--- src/rtl/dino_pkg.sv ---
// Shared types and default constants for the game sequencer.
//   game_state_t : IDLE/RUNNING/DYING/GAME_OVER, encoded exactly as seen on the state port
//   SPEED_INIT_D : default scroll step at game start
//   SPEED_MAX_D  : default scroll step saturation value (3-bit)
package dino_pkg;

  typedef enum logic [1:0] {
    IDLE      = 2'd0,
    RUNNING   = 2'd1,
    DYING     = 2'd2,
    GAME_OVER = 2'd3
  } game_state_t;

  localparam int unsigned SPEED_INIT_D = 1;
  localparam int unsigned SPEED_MAX_D  = 7;

endpackage

--- src/rtl/game_sequencer_tick_divider.sv ---
// tick_divider: modulo-N event counter with enable, synchronous clear and wrap pulse.
// Ports:
//   clk, rst_n : clock, asynchronous active-low reset
//   en         : count one event this cycle
//   clr        : return the count to 0 (wins over en)
//   wrap       : combinational, high when an enabled event takes the count from N-1 back to 0
module tick_divider #(
  parameter int unsigned N = 6
) (
  input  logic clk,
  input  logic rst_n,
  input  logic en,
  input  logic clr,
  output logic wrap
);

  localparam int unsigned W = (N > 1) ? $clog2(N) : 1;

  logic [W-1:0] cnt;
  logic         at_top;

  assign at_top = (cnt == W'(N - 1));
  assign wrap   = en & ~clr & at_top;

  always_ff @(posedge clk or negedge rst_n) begin
    if (!rst_n) begin
      cnt <= '0;
    end else if (clr) begin
      cnt <= '0;
    end else if (en) begin
      cnt <= at_top ? '0 : cnt + 1'b1;
    end
  end

endmodule

--- src/rtl/game_sequencer.sv ---
// game_sequencer: master game-flow controller. Runs the IDLE/RUNNING/DYING/GAME_OVER
// machine, issues start/over pulses, gates the frame tick into obstacle and score ticks
// and (with SPEED_RAMP_EN defined) ramps the scroll speed over time. Without
// SPEED_RAMP_EN the ramp counter is absent and scroll_speed is fixed at SPEED_INIT.
// Ports:
//   clk, rst_n       : clock, asynchronous active-low reset
//   game_tick_60hz   : one-cycle pulse per video frame
//   button_up        : debounced jump/start level
//   crash            : collision level from graphics
//   state            : 0=IDLE 1=RUNNING 2=DYING 3=GAME_OVER
//   game_start_pulse : one cycle on entry to RUNNING
//   game_over_pulse  : one cycle on entry to DYING
//   obstacle_tick    : frame tick forwarded while RUNNING
//   score_tick       : one pulse every SCORE_DIV running frames
//   scroll_speed     : current scroll step
//   frozen           : high in DYING and GAME_OVER
//
// state     | meaning
// IDLE      | power-up attract screen, waiting for a button press
// RUNNING   | game in play, ticks forwarded, speed ramping
// DYING     | crash freeze, waits DEAD_FRAMES frames
// GAME_OVER | frozen until a fresh button press restarts
module game_sequencer
  import dino_pkg::*;
#(
  parameter int unsigned SPEED_INIT  = SPEED_INIT_D,
  parameter int unsigned SPEED_MAX   = SPEED_MAX_D,
  parameter int unsigned RAMP_FRAMES = 600,
  parameter int unsigned SCORE_DIV   = 6,
  parameter int unsigned DEAD_FRAMES = 60
) (
  input  logic       clk,
  input  logic       rst_n,
  input  logic       game_tick_60hz,
  input  logic       button_up,
  input  logic       crash,
  output logic [1:0] state,
  output logic       game_start_pulse,
  output logic       game_over_pulse,
  output logic       obstacle_tick,
  output logic       score_tick,
  output logic [2:0] scroll_speed,
  output logic       frozen
);

  if (SPEED_MAX > 7 || SPEED_INIT > SPEED_MAX) begin : g_bad_speed
    $error("game_sequencer: speed parameters must fit 3 bits with SPEED_INIT <= SPEED_MAX");
  end
  if (RAMP_FRAMES < 1 || SCORE_DIV < 1 || DEAD_FRAMES < 1) begin : g_bad_div
    $error("game_sequencer: divider parameters must be at least 1");
  end

  game_state_t st;
  logic        btn_q;
  logic        start_evt;
  logic        can_start;
  logic        run_tick;
  logic        dead_tick;
  logic        enter_dying;
  logic        score_wrap;
  logic        dead_wrap;

  assign start_evt   = button_up & ~btn_q;
  assign can_start   = ((st == IDLE) || (st == GAME_OVER)) & start_evt;
  // crash beats a same-cycle tick, so the tick is neither forwarded nor counted
  assign run_tick    = (st == RUNNING) & ~crash & game_tick_60hz;
  assign enter_dying = (st == RUNNING) & crash;
  assign dead_tick   = (st == DYING) & game_tick_60hz;
  assign state       = st;

  tick_divider #(.N(SCORE_DIV)) u_score (
    .clk(clk), .rst_n(rst_n), .en(run_tick), .clr(can_start), .wrap(score_wrap)
  );

  tick_divider #(.N(DEAD_FRAMES)) u_dead (
    .clk(clk), .rst_n(rst_n), .en(dead_tick), .clr(enter_dying), .wrap(dead_wrap)
  );

  always_ff @(posedge clk or negedge rst_n) begin
    if (!rst_n) begin
      st               <= IDLE;
      btn_q            <= 1'b0;
      game_start_pulse <= 1'b0;
      game_over_pulse  <= 1'b0;
      obstacle_tick    <= 1'b0;
      score_tick       <= 1'b0;
      frozen           <= 1'b0;
    end else begin
      // btn_q tracks the button in every state, so a press held through DYING
      // produces no edge once GAME_OVER is reached
      btn_q            <= button_up;
      game_start_pulse <= 1'b0;
      game_over_pulse  <= 1'b0;
      obstacle_tick    <= 1'b0;
      score_tick       <= 1'b0;
      unique case (st)
        IDLE, GAME_OVER: begin
          if (can_start) begin
            st               <= RUNNING;
            game_start_pulse <= 1'b1;
            frozen           <= 1'b0;
          end
        end
        RUNNING: begin
          if (enter_dying) begin
            st              <= DYING;
            game_over_pulse <= 1'b1;
            frozen          <= 1'b1;
          end else if (run_tick) begin
            obstacle_tick <= 1'b1;
            score_tick    <= score_wrap;
          end
        end
        DYING: begin
          if (dead_wrap) st <= GAME_OVER;
        end
        default: st <= IDLE;
      endcase
    end
  end

`ifdef SPEED_RAMP_EN
  logic       ramp_wrap;
  logic [2:0] speed_q;

  tick_divider #(.N(RAMP_FRAMES)) u_ramp (
    .clk(clk), .rst_n(rst_n), .en(run_tick), .clr(can_start), .wrap(ramp_wrap)
  );

  always_ff @(posedge clk or negedge rst_n) begin
    if (!rst_n) begin
      speed_q <= 3'(SPEED_INIT);
    end else if (can_start) begin
      speed_q <= 3'(SPEED_INIT);
    end else if (ramp_wrap && (speed_q < 3'(SPEED_MAX))) begin
      speed_q <= speed_q + 3'd1;
    end
  end

  assign scroll_speed = speed_q;
`else
  assign scroll_speed = 3'(SPEED_INIT);
`endif

endmodule

--- config.mk ---
export PLATFORM = sky130hd
export DESIGN_NAME = game_sequencer
export DESIGN_NICKNAME = d
export VERILOG_FILES = /design/src/rtl/dino_pkg.sv /design/src/rtl/game_sequencer_tick_divider.sv /design/src/rtl/game_sequencer.sv
export SDC_FILE = /design/constraint.sdc
export NUM_CORES = 1
export LEC_CHECK = 0
export CORE_ASPECT_RATIO = 0.7
export CORE_MARGIN = 2
export CORE_UTILIZATION = 30
export CTS_BUF_LIST = sky130_fd_sc_hd__clkbuf_8
export DETAILED_ROUTE_END_ITERATION = 6
export GPL_ROUTABILITY_DRIVEN = 0
export PLACE_DENSITY = 0.47
export SLEW_MARGIN = 20
export SYNTH_ARGS = -nofsm -noshare
export SYNTH_HDL_FRONTEND = slang
export SYNTH_SLANG_ARGS = --single-unit
--- constraint.sdc ---
create_clock -name clk -period 1.9 [get_ports clk]
set_clock_uncertainty 0.1 [all_clocks]
set_input_delay 0.19 -clock clk [delete_from_list [all_inputs] [get_ports clk]]
set_output_delay 0.19 -clock clk [all_outputs]
set_load 0.01 [all_outputs]
==> impl_results.md <==
- Reg2reg start: state[1]
- CTS Sinks: 17
- Int Power: 0.8644 mW
- Wire length of the first global-routing pass: 2.780 mm
- Fill count: 298
- Setup Viol. Count Final: 0
- Worst R2R End: state[1]
- Via density: 4.622
- Syn. warnings: 0
- CTS clk-pin slew, worst paths: 70 ps
- Static Leak: 0.4530 nW
- CTS buffer count: 3
- Max Root-Sink Buffers: 2
- Number of remaining DRC errors: 0
- Clock network fraction of design power: 21.1%
- Yosys cell types: 30
- Flop-to-flop setup slack: 180 ps
- Worst VDD drop: 0.0005054 V
- Sw power: 0.4477 mW
- CP Launch Type: register
- Root Driver: clkbuf_8
- Gr ovfl total: 0
- Post-route total power: 1.312 mW
- Total GRT Usage: 11.25%
- Maximum clock rate: 582.1 MHz
- Die area: 3316 µm²
- Clock Latency Late Sink: 250 ps
- Switch share: 34.12%
- Wirelength per Cell: 11.49 µm
- PortBufs: 11
- Ratio of cells with drive above 1 in the final layout: 11.11%
- Cell Rows: 16
- Setup total negative slack: 0 ps
- Final Hold Vio Count: 0
- Nets: 108
- CP Capture Type: register
- Vias in the first global route: 649
- Sequential Power Share: 42.4%
- Combinational power share: 36.5%
- Total Routed Length: 1.551 mm
- Critical path data arrival time: 1760 ps
- Syn Std Cell Area: 859.6 µm²
- Number of register bits inferred by synthesis: 17
- Crit path max fanout: 9
- Gate Count Post-Synth: 87
- Largest net degree at the start of global routing: 18
- Cells resized by post-CTS repair: 0
- PwrDens: 1265 nW/µm²
- Seq/Total Area, Yosys: 49.49%
- First-pass detailed-route iteration total: 4
- IO Count: 15
- Antenna violations before repair: 0
- Fin crit share: 90.41%
- Final period demand of the worst path: 1718 ps
- Status: finished clean
- CTS tree: done
- Max Slew Vio Count: 0
- Max-cap violations: 0
- Crit Path Category: reg2reg
- Starting Density: 31.11%
- Via count: 624
- RSZ-0062 raised after global routing: no
- R2R cell count: 6
- Ant diodes: 0
- Setup bufs post-CTS: 0
- Die Height: 48.79 µm
- Initial DRC Count: 37
- Avg Synthesized Cell Area: 9.880 µm²
- Critical Path RT: 1950 ps
- Final Util: 37.55%
- Routed Antenna Nets: 0
- HP Class: in2async
- DP HPWL: 1.091 mm
- Area growth syn-to-layout: 20.67%
- # hold bufs at CTS: 0
- Die X: 67.98 µm
- H-tree depth: 1
- CORE AREA: 2763 µm²
- Final hold slack: 157.2 ps
[cell families after synthesis]
logic type,after synthesis,share of synthesized area [%]
AO/OA/AOI/OAI,19,16.01
XOR/XNOR,1,1.019
adder cells (fa/ha/maj),3,4.367
buffers and inverters,11,7.131
flip-flops,17,49.49
other,2,0.8737
AND/OR/NAND/NOR,34,21.11
[sequential cells by signal (all words and copies together), names as in the netlist]
name / cells
frozen: 1
state: 2
u_score.cnt: 3
score_tick: 1
obstacle_tick: 1
game_start_pulse: 1
game_over_pulse: 1
u_dead.cnt: 6
btn_q: 1
[critical path, stage by stage, from the launching register on]
cell and delay [ps]:
dfrtp_1 400, inv_1 60, ha_1 200, and2_4 200, o41ai_4 300, nand2_1 110, a22o_1 240
[how the worst max path moves through the flow]
stage / startpoint / endpoint / cells past startpoint
after floorplan: state[1] / state[1] / 7
after global routing: state[1] / u_score.cnt[2] / 6
after detailed placement: game_tick_60hz / state[1] / 5
after CTS: state[1] / state[1] / 6
after global placement: game_tick_60hz / state[1] / 5
final: state[1] / state[1] / 6
[final cells by class]
cell class	count	area (µm²)	share of cell area, %
Clock buffer	3	41.29	3.981
Clock inverter	1	5.005	0.4825
Inverter	5	18.77	1.809
Multi-Input combinational cell	60	376.6	36.31
Sequential cell	17	425.4	41.01
Tap cell	36	45.04	4.343
Timing Repair Buffer	13	125.1	12.06
[cell usage in the layout, fill, tap and decap left out, drive strengths merged, types with 2 or more instances in the layout]
cell type	count
dfrtp	17
nor2	7
nand3	4
inv	5
a21oi	10
or3	3
o21ai	3
or3b	2
nand4	2
and2	3
clkbuf	3
conb	3
clkdlybuf4s50	11
ha	3
nand2	8
buf	2
[power groups by stage]
stage               sequential, mW  clock (mW)  combinational [mW]
floorplan                    0.562           0               0.329
global route                 0.575       0.307               0.545
global placement             0.559           0               0.490
detailed placement           0.561           0               0.479
finish                       0.557       0.277               0.478
CTS                          0.556       0.289               0.484
[through the flow]
| stage | cells | cell area (µm²) | worst slack (ps) |
|---|---|---|---|
| 6_report | 135 | 1037 | 182.2 |
| 5_1_grt | 135 | 1037 | 55.36 |
| 4_1_cts | 135 | 1037 | 172.8 |
| 3_5_place_dp | 131 | 991.0 | 166.1 |
| 3_3_place_gp | 131 | 991.0 | 175.3 |
| 2_1_floorplan | 88 | 863.3 | 157.1 |
[per-layer routing]
metal | share of wire, % | global-route usage [%]
met1 | 55 | 16.13
met2 | 38 | 14.56
met3 | 4.9 | 4.157
met4 | 2.3 | 5.667
met5 | 0 | 0
[synthesized netlist by cell type]
library cell	n	area (µm²)
nand2_1	8	30.03
nand4_1	2	12.51
and2_1	2	12.51
clkbuf_2	1	5.000
o21ai_0	3	15.01
o41ai_4	1	27.53
a22o_1	1	8.760
nor2b_1	1	6.260
o21ba_2	1	10.01
nor4b_1	1	8.760
dfrtp_1	17	425.4
buf_4	3	22.52
nor2_1	7	26.28
and2b_2	1	8.760
and2_4	1	8.760
buf_6	1	11.26
ha_1	3	37.54
nor4_1	1	6.260
a21oi_1	10	50.05
nand3_1	4	20.02
clkbuf_1	1	3.750
xnor2_1	1	8.760
or3_1	3	18.77
inv_1	5	18.77
o211ai_1	1	7.510
o31a_1	1	8.760
a21bo_2	1	10.01
nor3_1	1	5.000
conb_1	2	7.510
or3b_1	2	17.52
No activity file was read; power rests on OpenSTA's default activity.
